## src/rtl/bcd_add_pkg.sv

```systemverilog
// Shared definitions for the BCD adder datapath: FSM encoding, request
// priority indices and digit helpers.
package bcd_add_pkg;

  typedef enum logic [1:0] {
    ST_IDLE     = 2'd0,
    ST_ADD_HI   = 2'd1,
    ST_ACK_WAIT = 2'd2
  } state_t;

  // Lower index wins when several requests are raised together.
  localparam logic [2:0] REQ_INIT      = 3'd0;
  localparam logic [2:0] REQ_LOAD_A    = 3'd1;
  localparam logic [2:0] REQ_LOAD_B    = 3'd2;
  localparam logic [2:0] REQ_DISP_A    = 3'd3;
  localparam logic [2:0] REQ_DISP_B    = 3'd4;
  localparam logic [2:0] REQ_ADD       = 3'd5;
  localparam logic [2:0] REQ_RESULT_LS = 3'd6;
  localparam logic [2:0] REQ_RESULT_MS = 3'd7;

  localparam logic [3:0] BCD_MAX_DIGIT = 4'd9;

  function automatic logic [2:0] req_pick(input logic [7:0] req);
    logic [2:0] idx;
    idx = 3'd0;
    for (int i = 7; i >= 0; i--) begin
      if (req[i]) idx = 3'(i);
    end
    return idx;
  endfunction

  function automatic logic [3:0] clamp_digit(input logic [3:0] d);
    return (d > BCD_MAX_DIGIT) ? BCD_MAX_DIGIT : d;
  endfunction

endpackage

```

## src/rtl/bcd_digit_adder.sv

```systemverilog
// Single BCD digit adder with decimal correction.
// Combinational, zero latency; no flow control.
// Result digit is valid for any a+b+cin up to 19.
module bcd_digit_adder (
  input  logic [3:0] a,
  input  logic [3:0] b,
  input  logic       cin,
  output logic [3:0] digit,
  output logic       cout
);

  logic [4:0] sum;

  always_comb begin
    sum = {1'b0, a} + {1'b0, b} + {4'b0000, cin};
    if (sum > 5'd9) begin
      digit = sum[3:0] + 4'd6;
      cout  = 1'b1;
    end else begin
      digit = sum[3:0];
      cout  = 1'b0;
    end
  end

endmodule

```

## src/rtl/bcd_add_datapath.sv

```systemverilog
// Two-digit BCD operand/result datapath served by a four-phase request/ACK handshake.
// Latency: 1 cycle request->ACK, 2 cycles for ADD; ACK holds until its request drops.
module bcd_add_datapath
  import bcd_add_pkg::*;
(
  input  logic       CLK,
  input  logic       RESET,
  input  logic [7:0] SW,
  input  logic       BCD_INIT,
  input  logic       BCD_LOAD_A,
  input  logic       BCD_LOAD_B,
  input  logic       BCD_DISPLAY_A,
  input  logic       BCD_DISPLAY_B,
  input  logic       BCD_ADD,
  input  logic       BCD_DISPLAY_RESULT_LS,
  input  logic       BCD_DISPLAY_RESULT_MS,
  output logic       BCD_INIT_ACK,
  output logic       BCD_LOAD_A_ACK,
  output logic       BCD_LOAD_B_ACK,
  output logic       BCD_DISPLAY_A_ACK,
  output logic       BCD_DISPLAY_B_ACK,
  output logic       BCD_ADD_ACK,
  output logic       BCD_DISPLAY_RESULT_LS_ACK,
  output logic       BCD_DISPLAY_RESULT_MS_ACK,
  output logic [7:0] DISPLAY,
  output logic       BCD_ERR
);

  state_t     state_q;
  logic [7:0] a_q, b_q, ls_q, display_q, ack_q;
  logic [3:0] ms_q;
  logic       carry_q, err_q;
  logic [2:0] served_q;

  logic [7:0] req;
  logic [2:0] pick;
  logic [7:0] sw_clamped;
  logic       sw_bad;
  logic       add_hi;
  logic [3:0] add_a, add_b, add_digit;
  logic       add_cin, add_cout;

  assign req = {BCD_DISPLAY_RESULT_MS, BCD_DISPLAY_RESULT_LS, BCD_ADD, BCD_DISPLAY_B,
                BCD_DISPLAY_A, BCD_LOAD_B, BCD_LOAD_A, BCD_INIT};
  assign pick = req_pick(req);

  assign sw_clamped = {clamp_digit(SW[7:4]), clamp_digit(SW[3:0])};
  assign sw_bad     = (SW[7:4] > BCD_MAX_DIGIT) || (SW[3:0] > BCD_MAX_DIGIT);

  // One digit adder: units digits while idle, tens digits plus carry in ADD_HI.
  assign add_hi  = (state_q == ST_ADD_HI);
  assign add_a   = add_hi ? a_q[7:4] : a_q[3:0];
  assign add_b   = add_hi ? b_q[7:4] : b_q[3:0];
  assign add_cin = add_hi & carry_q;

  bcd_digit_adder u_digit_adder (
    .a     (add_a),
    .b     (add_b),
    .cin   (add_cin),
    .digit (add_digit),
    .cout  (add_cout)
  );

  always_ff @(posedge CLK or posedge RESET) begin
    if (RESET) begin
      state_q   <= ST_IDLE;
      a_q       <= 8'h00;
      b_q       <= 8'h00;
      ls_q      <= 8'h00;
      ms_q      <= 4'h0;
      carry_q   <= 1'b0;
      display_q <= 8'h00;
      err_q     <= 1'b0;
      ack_q     <= 8'h00;
      served_q  <= 3'd0;
    end else begin
      case (state_q)
        ST_IDLE: begin
          if (|req) begin
            served_q <= pick;
            if (pick == REQ_ADD) begin
              ls_q[3:0] <= add_digit;
              carry_q   <= add_cout;
              state_q   <= ST_ADD_HI;
            end else begin
              ack_q[pick] <= 1'b1;
              state_q     <= ST_ACK_WAIT;
              case (pick)
                REQ_INIT: begin
                  a_q       <= 8'h00;
                  b_q       <= 8'h00;
                  ls_q      <= 8'h00;
                  ms_q      <= 4'h0;
                  carry_q   <= 1'b0;
                  display_q <= 8'h00;
                  err_q     <= 1'b0;
                end
                REQ_LOAD_A: begin
                  a_q   <= sw_clamped;
                  err_q <= err_q | sw_bad;
                end
                REQ_LOAD_B: begin
                  b_q   <= sw_clamped;
                  err_q <= err_q | sw_bad;
                end
                REQ_DISP_A:    display_q <= a_q;
                REQ_DISP_B:    display_q <= b_q;
                REQ_RESULT_LS: display_q <= ls_q;
                REQ_RESULT_MS: display_q <= {4'h0, ms_q};
                default: ;
              endcase
            end
          end
        end
        ST_ADD_HI: begin
          ls_q[7:4]      <= add_digit;
          ms_q           <= {3'b000, add_cout};
          ack_q[REQ_ADD] <= 1'b1;
          state_q        <= ST_ACK_WAIT;
        end
        ST_ACK_WAIT: begin
          if (!req[served_q]) begin
            ack_q   <= 8'h00;
            state_q <= ST_IDLE;
          end
        end
        default: state_q <= ST_IDLE;
      endcase
    end
  end

  assign BCD_INIT_ACK              = ack_q[REQ_INIT];
  assign BCD_LOAD_A_ACK            = ack_q[REQ_LOAD_A];
  assign BCD_LOAD_B_ACK            = ack_q[REQ_LOAD_B];
  assign BCD_DISPLAY_A_ACK         = ack_q[REQ_DISP_A];
  assign BCD_DISPLAY_B_ACK         = ack_q[REQ_DISP_B];
  assign BCD_ADD_ACK               = ack_q[REQ_ADD];
  assign BCD_DISPLAY_RESULT_LS_ACK = ack_q[REQ_RESULT_LS];
  assign BCD_DISPLAY_RESULT_MS_ACK = ack_q[REQ_RESULT_MS];
  assign DISPLAY                   = display_q;
  assign BCD_ERR                   = err_q;

endmodule

```

## config.mk

```make
export PLATFORM = sky130hd
export DESIGN_NAME = bcd_add_datapath
export DESIGN_NICKNAME = d
export VERILOG_FILES = /design/src/rtl/bcd_add_pkg.sv /design/src/rtl/bcd_digit_adder.sv /design/src/rtl/bcd_add_datapath.sv
export SDC_FILE = /design/constraint.sdc
export NUM_CORES = 1
export LEC_CHECK = 0
export ABC_AREA = 1
export CORE_ASPECT_RATIO = 1.2
export CORE_MARGIN = 4
export CORE_UTILIZATION = 50
export DETAILED_ROUTE_END_ITERATION = 10
export PLACE_DENSITY = 0.79
export SLEW_MARGIN = 20
export SYNTH_ARGS = -nofsm -noshare
export SYNTH_HDL_FRONTEND = slang
export SYNTH_SLANG_ARGS = --single-unit
```

## constraint.sdc

```tcl
create_clock -name CLK -period 3.4 [get_ports CLK]
set_clock_uncertainty 0.2 [all_clocks]
set_input_delay 0.51 -clock CLK [delete_from_list [all_inputs] [get_ports CLK]]
set_output_delay 0.51 -clock CLK [all_outputs]
set_load 0.1 [all_outputs]
```

==> flow_summary_export.csv <==
group,metric,value,unit
synth,synthesis.instances,404,
finish,finalNonFillerCells,505,
flow_run,cap_viol_max_count,0,
setup_path,worstPathCellList,"inv_1 -> ha_2 -> o21ai_0 -> fa_1 -> inv_1 -> fa_1 -> inv_1 -> ha_1 -> nand2_1 -> nand3_1 -> nand2_1 -> o21ai_1 -> nand3_1 -> nand2_1",
synth,synth_top_area_cell,"sky130_fd_sc_hd__dfrtp_1",
hold_path,hold_path_startpoint,"DISPLAY[0]$_DFFE_PP0P_",
grt,global_route.overflow_total,0,
synth,yosysWarnings,0,
synth,synth_fp_nets,432,
hold_path,holdPathEnd,"DISPLAY[0]$_DFFE_PP0P_",
hold_path,hold_path_depth,2,
clock_tree,postCtsSetupBuffers,0,
placement,port_buffers,34,
die,core.rowCount,30,
setup_path,worst_r2r_startpoint,"state_q[1]$_DFFE_PP0P_",
clock_tree,cts_buffer_depth,2,
finish,num-fill-cells,548,
grt,first_global_vias,2609,
power,power_density,684.3,mW/mm^2
grt,grt_start_max_net_pins,49,
setup_path,setup.reg_to_reg.worst_slack,0.21,ns
drt,detail_route.wl_per_cell,14.26,um
finish,layout-drive-gt1-share,0.1270,
synth,syn_avg_cell_area,7.185,sq um
sta,setup_total_negative_slack,0,ns
power,ir_worst_vdd,0.4665,mV
sta,relative_slew_slack,0.3573,
synth,synth_sequential_area_ratio,0.4138,
clock_tree,clk_pin_slew,0.09,ns
synth,synth_flop_cell,"sky130_fd_sc_hd__dfrtp_1",
synth,synth_enable_flop_cells,0,
sta,timing.final.crit_period,3.190,ns
drt,detail_route.iter0.violations,217,
finish,final_common_cell,"sky130_fd_sc_hd__nand2_1",
drt,drt_pre_antenna_iters,5,
die,core_region_area,0.005630,sq mm
die,pin_count,35,
die,floorplan.die.height,91.47,um
sta,final_hold_vio_count,0,
synth,yosys-top-cells-area,"sky130_fd_sc_hd__dfrtp_1 (41%), sky130_fd_sc_hd__nand2_1 (16%), sky130_fd_sc_hd__nand3_1 (10%)",
setup_path,critical_path.max_stage_delay,0.45,ns
sta,setup_ws,0.2101,ns
setup_path,startpoint_type,"register",
clock_tree,tritoncts,"built",
synth,yosys.area.top_type_share,0.4138,
drt,drt-vias-per-instance,5.489,
clock_tree,cts-buffers-inserted,5,
drt,remaining_design_rule_violation_count,0,
setup_path,timing.setup.critical_path_class,"reg -> reg",
clock_tree,worstSkewPairLatency,0.30,ns
setup_path,timing.critical_path.slowest_stage_cell,"sky130_fd_sc_hd__fa_1",
placement,dp_hpwl,5.496,mm
finish,antenna_cells,0,
finish,most_used_cells_in_the_layout_excluding_fill_and_tap_cells,"sky130_fd_sc_hd__nand2_1 (127), sky130_fd_sc_hd__nand3_1 (58), sky130_fd_sc_hd__dfrtp_1 (48), sky130_fd_sc_hd__inv_1 (42), sky130_fd_sc_hd__o21ai_0 (36)",
setup_path,timing.critical_path.to_type,"register",
placement,dpl.cell_count,497,
clock_tree,clock_sinks,48,
clock_tree,cts.htree.levels,2,
synth,synth-async-reset-ratio,1.000,
die,floorplan.initialDensity,0.5156,
drt,detailroute.via_count,2772,
synth,postSynthRegisterBits,48,
grt,antenna_found_initial,0,
finish,flow.area_growth_from_synthesis,16.72,%
drt,antenna_violating_nets_post_route,0,
placement,preCtsSetupSlack,0.1528,ns
setup_path,worst-path-max-fanout,7,
setup_path,regToRegEndpoint,"ls_q[6]$_DFFE_PP0P_",
sta,timing.final.crit_share,0.9382,
sta,rsz0062_at_grt,"no",
power,power.total,2319,uW
drt,wl,7.201,mm
clock_tree,ctsHoldBuffers,0,
finish,seq_area,0.001201,sq mm
grt,grt_usage,0.2137,
sta,setup_violations,0,
setup_path,required,3.44,ns
finish,multiInputGateArea,0.001470,sq mm
setup_path,critPathArrivalTime,3.23,ns
setup_path,r2r_cells,14,
hold_path,worstHoldPathType,"reg -> reg",
die,die_area,0.007094,sq mm
outcome,status,"complete, no violations",
grt,grt_pass1_wl,12.19,mm
sta,max_clock_freq,313.5,MHz
placement,gp_congestion,0.9635,
synth,synth_cell_type_count,28,
synth,synth_area,0.002903,sq mm
clock_tree,cts_root_buf,"sky130_fd_sc_hd__clkbuf_8",
die,die_width,77.56,um
sta,report.final.slew_viol_count,0,
sta,tightest_slew,0.9610,ns
power,power_leakage,0.001777,uW
finish,net_total_in_the_final_layout,468,
[flip-flops by register name (all words and copies together) (netlist names)]
register  count
a_q           8
served_q      3
b_q           8
DISPLAY       8
ls_q          8
ms_q          1
carry_q       1
BCD_ERR       1
ack_q         8
state_q       2
[where the power goes]
part | switching [uW] | internal, uW | leakage, uW | total, uW
logic | 832 | 310 | 0.00107 | 1140
clock network | 196 | 219 | 0.0000552 | 415
registers | 83.4 | 678 | 0.000651 | 762
[layout make-up]
type	instances	area share
Sequential cell	48	0.3545
Clock inverter	2	0.01034
Timing Repair Buffer	38	0.09823
Clock buffer	6	0.02142
Multi-Input combinational cell	295	0.4339
Tap cell	64	0.02363
Inverter	52	0.05798
[routing by layer]
metal | up-vias | track usage | routed length, um
met4 | 0 | 0.08160 | 148
met2 | 91 | 0.3509 | 3426
met1 | 1291 | 0.2822 | 3252
met5 | - | 0 | 0
met3 | 16 | 0.03373 | 373
li1 | 1374 | - | -
[cell usage after synthesis (2+ instances only)]
cell and n:
sky130_fd_sc_hd__fa_1 2, sky130_fd_sc_hd__nor2_2 4, sky130_fd_sc_hd__nand3_1 58, sky130_fd_sc_hd__inv_1 43
sky130_fd_sc_hd__inv_2 9, sky130_fd_sc_hd__o22ai_1 4, sky130_fd_sc_hd__o21ai_0 37, sky130_fd_sc_hd__nor2_4 2
sky130_fd_sc_hd__ha_1 8, sky130_fd_sc_hd__nand2_2 6, sky130_fd_sc_hd__a21oi_1 9, sky130_fd_sc_hd__clkbuf_1 2
sky130_fd_sc_hd__nor2_1 22, sky130_fd_sc_hd__dfrtp_1 48, sky130_fd_sc_hd__nand2_1 127, sky130_fd_sc_hd__buf_2 6
sky130_fd_sc_hd__o21ai_1 6
[metrics by stage]
stage,instance area [sq um],hold WS (ns),util
global placement,3267,0.2614,0.5802
detailed placement,3267,0.2658,0.5802
floorplan,2903,0.2417,-
global route,3388,0.3290,0.6018
CTS,3374,0.2887,0.5993
finish,3388,0.2833,0.6018
[critical path: cells and delay by family (launching register included)]
| kind | cells | cell delay, ns |
|---|---|---|
| compound gates | 2 | 0.35 |
| fa+ha+maj | 4 | 1.33 |
| buf+inv | 3 | 0.35 |
| flops | 1 | 0.41 |
| simple gates | 5 | 0.49 |
[worst max path at each step]
stage                                start             endpoint  slack [ns]  depth (start not counted)
global placement    state_q[1]$_DFFE_PP0P_  ls_q[6]$_DFFE_PP0P_        0.37                         14
detailed placement  state_q[1]$_DFFE_PP0P_  ls_q[6]$_DFFE_PP0P_        0.15                         14
CTS                 state_q[1]$_DFFE_PP0P_  ls_q[6]$_DFFE_PP0P_        0.13                         14
floorplan           state_q[1]$_DFFE_PP0P_  ls_q[6]$_DFFE_PP0P_        0.14                         16
global route        state_q[1]$_DFFE_PP0P_  ls_q[6]$_DFFE_PP0P_       0.006                         14
finish              state_q[1]$_DFFE_PP0P_  ls_q[6]$_DFFE_PP0P_        0.21                         14
[cells by family (layout without fill, tap and decap cells)]
group / count (synthesis) / in the layout / share of synthesized area
flops: 48 / 48 / 0.4138
fa+ha+maj: 10 / 10 / 0.04828
buf+inv: 61 / 98 / 0.08405
xor+xnor: 1 / 1 / 0.003018
simple gates: 224 / 224 / 0.3409
compound gates: 60 / 60 / 0.1099
[what timing repair did]
action	4_1_cts	5_1_grt
endpoints found under the setup margin	0	6
resized for setup	0	4
hold endpoints to repair	0	0
No activity file was read; power rests on OpenSTA's default activity.
